**src/rtl/motion_phase_tracker_if.sv**
```systemverilog
// Purpose : bundles the calculator-side inputs and step-generator-side outputs of motion_phase_tracker.
// Ports   : start/timings_valid/hold and five 4-entry timing tables in; elapsed, axis_active,
//           axis_seg, busy, finish, error out. slave = tracker side, master = driver side.
interface motion_phase_tracker_if #(
    parameter int CNT_W = 64
);
    // Move control from the sequencer / timing calculator
    logic             start;
    logic             timings_valid;
    logic             hold;

    // Cumulative segment boundaries t0..t3 per axis, in clk cycles
    logic [CNT_W-1:0] timing_x  [0:3];
    logic [CNT_W-1:0] timing_y  [0:3];
    logic [CNT_W-1:0] timing_z  [0:3];
    logic [CNT_W-1:0] timing_e0 [0:3];
    logic [CNT_W-1:0] timing_e1 [0:3];

    // Status towards the step generators
    logic [CNT_W-1:0] elapsed;
    logic [4:0]       axis_active;
    logic [1:0]       axis_seg  [0:4];
    logic             busy;
    logic             finish;
    logic             error;

    modport slave (
        input  start, timings_valid, hold,
        input  timing_x, timing_y, timing_z, timing_e0, timing_e1,
        output elapsed, axis_active, axis_seg, busy, finish, error
    );

    modport master (
        output start, timings_valid, hold,
        output timing_x, timing_y, timing_z, timing_e0, timing_e1,
        input  elapsed, axis_active, axis_seg, busy, finish, error
    );
endinterface

```
**src/rtl/motion_phase_tracker.sv**
```systemverilog
// Purpose : latches the five per-axis timing tables, checks them for monotonicity, then runs one
//           shared elapsed counter and reports each axis's active flag and current segment.
// Ports   : clk, reset (sync, active-high), bus (motion_phase_tracker_if.slave).
//           axis_active/axis_seg are combinational from registered state; everything else registered.
module motion_phase_tracker #(
    parameter int CNT_W = 64
) (
    input  logic                   clk,
    input  logic                   reset,
    motion_phase_tracker_if.slave  bus
);

    localparam int N_AXIS = 5;
    localparam int N_SEG  = 4;

    typedef enum logic [2:0] {
        S_IDLE  = 3'd0,
        S_CHECK = 3'd1,
        S_RUN   = 3'd2,
        S_DONE  = 3'd3,
        S_ERR   = 3'd4
    } state_t;

    state_t           r_state;
    state_t           w_state_nxt;

    logic [CNT_W-1:0] r_elapsed;
    logic [CNT_W-1:0] r_tim [0:N_AXIS-1][0:N_SEG-1];

    logic [CNT_W-1:0] w_tin [0:N_AXIS-1][0:N_SEG-1];
    logic             w_latch;
    logic             w_mono_ok;
    logic [4:0]       w_active;
    logic [1:0]       w_seg [0:N_AXIS-1];
    logic             w_any_active;
    logic             w_elapsed_sat;
    logic             w_busy;
    logic             w_finish;
    logic             w_error;

    // ------------------------------------------------------------------
    // Gather the per-axis input tables into one array (axis order X,Y,Z,E0,E1)
    // ------------------------------------------------------------------
    always_comb begin
        for (int j = 0; j < N_SEG; j++) begin
            w_tin[0][j] = bus.timing_x[j];
            w_tin[1][j] = bus.timing_y[j];
            w_tin[2][j] = bus.timing_z[j];
            w_tin[3][j] = bus.timing_e0[j];
            w_tin[4][j] = bus.timing_e1[j];
        end
    end

    // Tables are captured only on the IDLE->CHECK transition; later input
    // changes cannot disturb a move in progress.
    assign w_latch = (r_state == S_IDLE) && bus.start && bus.timings_valid;

    always_ff @(posedge clk) begin
        if (reset) begin
            for (int a = 0; a < N_AXIS; a++) begin
                for (int j = 0; j < N_SEG; j++) begin
                    r_tim[a][j] <= '0;
                end
            end
        end else if (w_latch) begin
            for (int a = 0; a < N_AXIS; a++) begin
                for (int j = 0; j < N_SEG; j++) begin
                    r_tim[a][j] <= w_tin[a][j];
                end
            end
        end
    end

    // Monotonicity of the latched copies; only consulted in CHECK.
    always_comb begin
        w_mono_ok = 1'b1;
        for (int a = 0; a < N_AXIS; a++) begin
            if ((r_tim[a][0] > r_tim[a][1]) ||
                (r_tim[a][1] > r_tim[a][2]) ||
                (r_tim[a][2] > r_tim[a][3])) begin
                w_mono_ok = 1'b0;
            end
        end
    end

    // ------------------------------------------------------------------
    // Per-axis phase decode. Only meaningful in RUN; zero elsewhere so the
    // step generators see a quiet bus in IDLE/CHECK/DONE/ERR.
    // ------------------------------------------------------------------
    always_comb begin
        w_active = '0;
        for (int a = 0; a < N_AXIS; a++) begin
            w_seg[a] = 2'd0;
            if ((r_state == S_RUN) && (r_elapsed < r_tim[a][3])) begin
                w_active[a] = 1'b1;
                if (r_elapsed < r_tim[a][0]) begin
                    w_seg[a] = 2'd0;
                end else if (r_elapsed < r_tim[a][1]) begin
                    w_seg[a] = 2'd1;
                end else if (r_elapsed < r_tim[a][2]) begin
                    w_seg[a] = 2'd2;
                end else begin
                    w_seg[a] = 2'd3;
                end
            end
        end
    end

    assign w_any_active  = |w_active;
    assign w_elapsed_sat = &r_elapsed;

    // ------------------------------------------------------------------
    // FSM: state register
    // ------------------------------------------------------------------
    always_ff @(posedge clk) begin
        if (reset) begin
            r_state <= S_IDLE;
        end else begin
            r_state <= w_state_nxt;
        end
    end

    // ------------------------------------------------------------------
    // FSM: next state. Dropping start aborts from any state.
    // ------------------------------------------------------------------
    always_comb begin
        w_state_nxt = r_state;
        if (!bus.start) begin
            w_state_nxt = S_IDLE;
        end else begin
            case (r_state)
                S_IDLE: begin
                    if (bus.timings_valid) begin
                        w_state_nxt = S_CHECK;
                    end
                end
                S_CHECK: begin
                    w_state_nxt = w_mono_ok ? S_RUN : S_ERR;
                end
                S_RUN: begin
                    // Completion is judged at the current elapsed value, so the
                    // cycle where the last axis expires is still a RUN cycle.
                    if (!w_any_active) begin
                        w_state_nxt = S_DONE;
                    end
                end
                S_DONE:  w_state_nxt = S_DONE;
                S_ERR:   w_state_nxt = S_ERR;
                default: w_state_nxt = S_IDLE;
            endcase
        end
    end

    // ------------------------------------------------------------------
    // FSM: outputs decoded from the registered state
    // ------------------------------------------------------------------
    always_comb begin
        w_busy   = 1'b0;
        w_finish = 1'b0;
        w_error  = 1'b0;
        case (r_state)
            S_CHECK: w_busy   = 1'b1;
            S_RUN:   w_busy   = 1'b1;
            S_DONE:  w_finish = 1'b1;
            S_ERR:   w_error  = 1'b1;
            default: ;
        endcase
    end

    // ------------------------------------------------------------------
    // Shared elapsed counter. Held at 0 until RUN, advances only while some
    // axis is still active and hold is low, freezes in DONE, and saturates
    // rather than wrapping.
    // ------------------------------------------------------------------
    always_ff @(posedge clk) begin
        if (reset) begin
            r_elapsed <= '0;
        end else if (!bus.start) begin
            r_elapsed <= '0;
        end else begin
            case (r_state)
                S_IDLE, S_CHECK: r_elapsed <= '0;
                S_RUN: begin
                    if (w_any_active && !bus.hold && !w_elapsed_sat) begin
                        r_elapsed <= r_elapsed + CNT_W'(1);
                    end
                end
                default: r_elapsed <= r_elapsed;
            endcase
        end
    end

    // ------------------------------------------------------------------
    // Drive the interface
    // ------------------------------------------------------------------
    assign bus.elapsed     = r_elapsed;
    assign bus.axis_active = w_active;
    assign bus.busy        = w_busy;
    assign bus.finish      = w_finish;
    assign bus.error       = w_error;

    always_comb begin
        for (int a = 0; a < N_AXIS; a++) begin
            bus.axis_seg[a] = w_seg[a];
        end
    end

endmodule

```
**src/flat_wrapper.sv**
```systemverilog
// flat-port wrapper written by rule: the top's interface ports become plain ports
module motion_phase_tracker_flat 
#(
    parameter int CNT_W = 64
)
  (clk, reset, bus_start, bus_timings_valid, bus_hold, bus_timing_x, bus_timing_y, bus_timing_z, bus_timing_e0, bus_timing_e1, bus_elapsed, bus_axis_active, bus_axis_seg, bus_busy, bus_finish, bus_error);
  motion_phase_tracker_if #(.CNT_W(CNT_W)) bus_i ();
  input  logic clk;
  input  logic reset;
  input wire logic [$bits(bus_i.start)-1:0] bus_start;
  input wire logic [$bits(bus_i.timings_valid)-1:0] bus_timings_valid;
  input wire logic [$bits(bus_i.hold)-1:0] bus_hold;
  input wire logic [$bits(bus_i.timing_x)-1:0] bus_timing_x;
  input wire logic [$bits(bus_i.timing_y)-1:0] bus_timing_y;
  input wire logic [$bits(bus_i.timing_z)-1:0] bus_timing_z;
  input wire logic [$bits(bus_i.timing_e0)-1:0] bus_timing_e0;
  input wire logic [$bits(bus_i.timing_e1)-1:0] bus_timing_e1;
  output wire logic [$bits(bus_i.elapsed)-1:0] bus_elapsed;
  output wire logic [$bits(bus_i.axis_active)-1:0] bus_axis_active;
  output wire logic [$bits(bus_i.axis_seg)-1:0] bus_axis_seg;
  output wire logic [$bits(bus_i.busy)-1:0] bus_busy;
  output wire logic [$bits(bus_i.finish)-1:0] bus_finish;
  output wire logic [$bits(bus_i.error)-1:0] bus_error;
  assign bus_i.start = bus_start;
  assign bus_i.timings_valid = bus_timings_valid;
  assign bus_i.hold = bus_hold;
  assign bus_i.timing_x = {>>{bus_timing_x}};
  assign bus_i.timing_y = {>>{bus_timing_y}};
  assign bus_i.timing_z = {>>{bus_timing_z}};
  assign bus_i.timing_e0 = {>>{bus_timing_e0}};
  assign bus_i.timing_e1 = {>>{bus_timing_e1}};
  assign bus_elapsed = bus_i.elapsed;
  assign bus_axis_active = bus_i.axis_active;
  assign bus_axis_seg = {>>{bus_i.axis_seg}};
  assign bus_busy = bus_i.busy;
  assign bus_finish = bus_i.finish;
  assign bus_error = bus_i.error;
  motion_phase_tracker #(.CNT_W(CNT_W)) u_core (.clk(clk), .reset(reset), .bus(bus_i));
endmodule
```
**config.mk**
```make
export PLATFORM = sky130hd
export DESIGN_NAME = motion_phase_tracker_flat
export DESIGN_NICKNAME = d
export VERILOG_FILES = /design/src/rtl/motion_phase_tracker_if.sv /design/src/rtl/motion_phase_tracker.sv /design/src/flat_wrapper.sv
export SDC_FILE = /design/constraint.sdc
export NUM_CORES = 2
export LEC_CHECK = 0
export ABC_AREA = 1
export CAP_MARGIN = 20
export CORE_ASPECT_RATIO = 1.4
export CORE_UTILIZATION = 25
export CTS_BUF_LIST = sky130_fd_sc_hd__clkbuf_4 sky130_fd_sc_hd__clkbuf_8
export DETAILED_ROUTE_END_ITERATION = 8
export RECOVER_POWER = 50
export SLEW_MARGIN = 5
export SYNTH_ARGS = -nofsm -noshare
export SYNTH_HDL_FRONTEND = slang
export SYNTH_SLANG_ARGS = --single-unit
```
**constraint.sdc**
```tcl
create_clock -name clk -period 45.6 [get_ports clk]
set_input_delay 9.12 -clock clk [delete_from_list [all_inputs] [get_ports clk]]
set_output_delay 9.12 -clock clk [all_outputs]
set_load 0.05 [all_outputs]
```
== Yosys cells after proc, flatten, opt, wreduce, memory -nomap -nowiden ==
Memory sizes are Yosys's and may differ from the RTL's.
Index checks and enable logic that the tools add are counted.

* Output and inout port bits: 82
* Register bits: 67
* Word-level logic and storage cells: 161
* Memories: 1
* Input port bits: 1285
* RAM bits: 1280

{| class="wikitable"
|+ Memory list
! memory !! depth !! bits a word !! read ports !! clocked after Yosys merged registers in !! wr ports !! RTL line !! text
|-
| u_core.r_tim || 5 || 256 || 5 || 0 || 5 || motion_phase_tracker.sv:28 || <nowiki>logic [CNT_W-1:0] r_tim [0:N_AXIS-1][0:N_SEG-1];</nowiki>
|}

* Add/sub/neg operators: 1
* Multiplexer cells: 64
* Eq/ne operators: 7
* Order comparisons: 35
* Reductions and logical operators: 30
* Bitwise operators: 21

{| class="wikitable"
|+ Operator list
! kind !! count
|-
| $mux 64 || 21
|-
| $lt 64x64->1 || 20
|-
| $gt 64x64->1 || 15
|-
| $pmux 64 s2 || 1
|-
| $add 64x1->64 const B || 1
|-
| $reduce_and 64->1 || 1
|-
| $mux 2 || 15
|-
| $mux 1 || 23
|-
| $or 1x1->1 || 20
|-
| $pmux 3 s5 || 1
|-
| $logic_or 1x1->1 || 10
|-
| $logic_and 1x1->1 || 9
|-
| $mux 3 || 3
|-
| $eq 3x2->1 const B || 2
|-
| $ne 2x2->1 const B || 3
|-
| $reduce_or 2->1 || 3
|-
| $reduce_or 5->1 || 1
|-
| $reduce_and 2->1 || 2
|-
| $eq 3x1->1 const B || 1
|-
| $eq 3x3->1 const B || 1
|-
| $logic_not 3->1 || 1
|-
| $logic_not 1->1 || 2
|-
| $reduce_bool 2->1 || 1
|-
| $not 1->1 || 1
|}

== Longest topological paths before layout ==
An unclocked memory read counts as a cell.

* Word-level depth: 11
* Depth in mapped cells: 23

== Least setup slack after synthesis ==
OpenSTA, ideal clock, no wires.

* Path kind: input port to flip-flop
* Start point: input port bus_timings_valid
* End point: memory u_core.r_tim[0][0] (netlist bit) (enable)
* Path buffers: 0
* Stages: 2
* Path slack: 7.097 ns
* Data required time: 36.898 ns
* Arrival: 29.801 ns
* Library setup time: 8.702 ns
* Path through: nand3_1 nand2_1

{| class="wikitable"
|+ RTL lines
! what !! RTL line !! text
|-
| start, declared || flat_wrapper.sv:11 || <nowiki>input wire logic [$bits(bus_i.timings_valid)-1:0] bus_timings_valid;</nowiki>
|-
| end, declared || motion_phase_tracker.sv:28 ||
|}

==> impl_metrics.py <==
metrics = {
    "sta": {
        "maxSlewViolCount": 1538,
        "clock_skew_ps": 176.0,
        "tightestPinTransition_ps": 9772,
        "worst_slack_ps": 23520,
        "slew_headroom": -5.515,
        "hold_violations": 0,
        "setup_violations": 0,
        "rsz0062_at_grt": "false",
        "timing.final.crit_share": 0.4842,
        "fin_setup_tns_ps": 0,
        "max_freq_mhz": 45.29,
        "min_period_ps": 22080,
    },
    "worst_setup_path": {
        "crit_top_cell": "clkbuf_1",
        "crit_path_top_delay_cell": "clkbuf_1",
        "crit_chain": "dlygate4sd3_1 > inv_1 > nand2_1 > clkbuf_1 > clkbuf_1 > buf_4",
        "ff2ff_setup_slack_ps": 31700,
        "start_kind": "primary input",
        "regToRegEndpoint": "u_core.r_tim[0][27]",
        "worstSetupPathType": "primary input to register",
        "end_kind": "register",
        "critPathMaxFanout": 165,
        "ff2ff_path_depth": 8,
        "regToRegStartpoint": "u_core.r_state[0]",
        "cp.arrival_ps": 22720,
        "required_ps": 46240,
        "max_stage_delay_ps": 6970,
    },
    "logic_synthesis": {
        "netlist_top_cells_count": "inv_1, ha_1, nor2_1",
        "synth-seq-area-share": 0.3734,
        "netlist_area_sq_mm": 0.1065,
        "yosysMostFrequentCell": "inv_1",
        "synthTopCellsByArea": "edfxtp_1, ha_1, inv_1",
        "synth_area_per_cell_sq_um": 8.380,
        "synth-edff-count": 1280,
        "synth_top_area_cell": "edfxtp_1",
        "yosys_warnings": 0,
        "ys_types": 53,
        "synth_nets": 16220,
        "synth_seq_cells": 1347,
        "netlist_instances": 12710,
        "yosys.area.top_type_share": 0.3608,
        "synth_top_flop_cell": "edfxtp_1",
        "async_flop_share": 0,
    },
    "global_routing": {
        "grt_pass1_wl_mm": 670.1,
        "grt_overflow_total": 0,
        "grt_max_degree": 206,
        "antenna_found_initial": 79,
        "grt_use_total": 0.2230,
        "grt_pass1_vias": 92200,
    },
    "die": {
        "core_area_sq_mm": 0.4242,
        "dieArea_sq_mm": 0.4287,
        "initial_utilization": 0.2511,
        "io_pins": 1367,
        "die_x_um": 553.7,
        "die_h_um": 774.4,
        "rows": 283,
    },
    "cells_and_area": {
        "area_growth_pct": 24.71,
        "seq_area_sq_mm": 0.03994,
        "fillers": 45110,
        "design_area_sq_mm": 0.1328,
        "multi_input_area_sq_mm": 0.05498,
        "drive_above_1_share": 0.03878,
        "nets": 17750,
    },
    "placed_design": {
        "dp_hpwl_mm": 405.6,
        "pre_cts_slack_ps": 31260,
        "dpl-instance-area_sq_mm": 0.1275,
        "io_buffer_count": 1366,
        "gp_congestion": 0.9214,
    },
    "hold_path": {
        "hold_path.class": "register to register",
        "holdPathStages": 2,
        "hold_end": "u_core.bus.elapsed[2]",
        "min-delay-start": "u_core.bus.elapsed[2]",
    },
    "routing": {
        "ant_nets": 0,
        "drtIter0Drc": 7273,
        "viasPerCell": 4.664,
        "drt-pass1-iter-count": 6,
        "vias": 93540,
        "route.detailed.drc": 0,
        "wl_per_cell_um": 24.58,
        "wl_mm": 493.0,
    },
    "outcome": {
        "outcome": "finished with violations",
        "violations": "max-capacitance violations, max-slew violations",
    },
    "clocking": {
        "clock_latency_ps": 1130,
        "cts.sinks": 1347,
        "cts_setup_buffers": 0,
        "cts_root_buffer": "clkbuf_8",
        "clk_pin_slew_ps": 70,
        "cts_hold_buf": 0,
        "cts_resized": 0,
        "h-tree-depth": 4,
        "numCtsBuffers": 241,
        "clk_path_buf_depth": 4,
        "cts_tree": "yes",
    },
    "power_and_ir_drop": {
        "power_uw": 3497,
        "powerDensity_mw_per_mm2": 26.33,
        "peakVddDrop_mv": 0.02033,
        "p_leak_uw": 0.06449,
    },
    "flow_run": {
        "maxCapViolations": 22,
    },
}
## area by class of cell
class                   count  share of cell area
multi-input cells        8229              0.4138
clock inverters           144             0.01158
well taps                5557             0.05234
flip-flops and latches   1347              0.3007
clock buffers             291             0.02822
repair buffers           1468              0.1086
diodes                     59            0.001111
inverters                2961             0.08366
## critical path: cells and delay by family
family / cells / cell delay (ps)
AND/OR/NAND/NOR: 1 / 1690
buffers and inverters: 5 / 11620
## per-stage QoR
stage / hold WS, ps / utilization / cells
3_5_place_dp: 528.4 / 0.3005 / 19560
6_report: 540.1 / 0.3132 / 20060
3_3_place_gp: 521.3 / 0.3004 / 19560
5_1_grt: 577.9 / 0.3130 / 20030
4_1_cts: 538.3 / 0.3130 / 20000
2_1_floorplan: 560.2 / - / 12710
## placed cells by master (no fill, tap or decap), drive strengths merged, types with 200 or more instances in the layout
| cell type | Yosys | layout |
|---|---|---|
| a21oi | 1158 | 1158 |
| clkbuf | 159 | 312 |
| edfxtp | 1280 | 1280 |
| inv | 2961 | 2971 |
| ha | 2221 | 2221 |
| clkdlybuf4s50 | 0 | 1365 |
| nor2 | 1854 | 1854 |
| nand4 | 200 | 200 |
| nand3 | 266 | 266 |
| o21ai | 290 | 290 |
| nand2 | 1631 | 1631 |
## metal layers
metal | GRT usage | vias to the layer above | part of all wire
met1 | 0.2696 | 44110 | 0.41
li1 | - | 45030 | -
met4 | 0.1379 | 24 | 0.069
met2 | 0.3678 | 3459 | 0.46
met5 | 0 | - | 0.00028
met3 | 0.03854 | 912 | 0.064
## kinds of logic (layout without fill, tap and decap cells)
logic type,count (synthesis),in the layout,synth area share
compound gates,1722,1722,0.08801
xor+xnor,58,58,0.004769
fa+ha+maj,2221,2221,0.2609
buf+inv,3136,4864,0.1108
flops,1347,1347,0.3734
other cells,0,59,0
simple gates,4228,4228,0.1621
## sequential cells by signal, indices dropped and copies added (netlist names)
register and count:
u_core.r_tim 1280, u_core.bus.elapsed 64, u_core.r_state 3
## worst max-delay path by stage
stage / start / endpoint / slack [ps]
6_report: reset / u_core.r_tim[0][27] / 23520
5_1_grt: reset / u_core.r_tim[0][915] / 22650
4_1_cts: u_core.bus.elapsed[45] / bus_axis_seg[9] / 30180
3_3_place_gp: reset / u_core.r_tim[0][615] / 31280
3_5_place_dp: reset / u_core.r_tim[0][615] / 31260
2_1_floorplan: bus_timings_valid / u_core.r_tim[0][0] / 7100
## where the power goes
part / switching [uW] / internal, uW
clock: 597 / 713
sequential: 69.2 / 1450
combinational: 397 / 271
No activity file was read; power rests on OpenSTA's default activity.
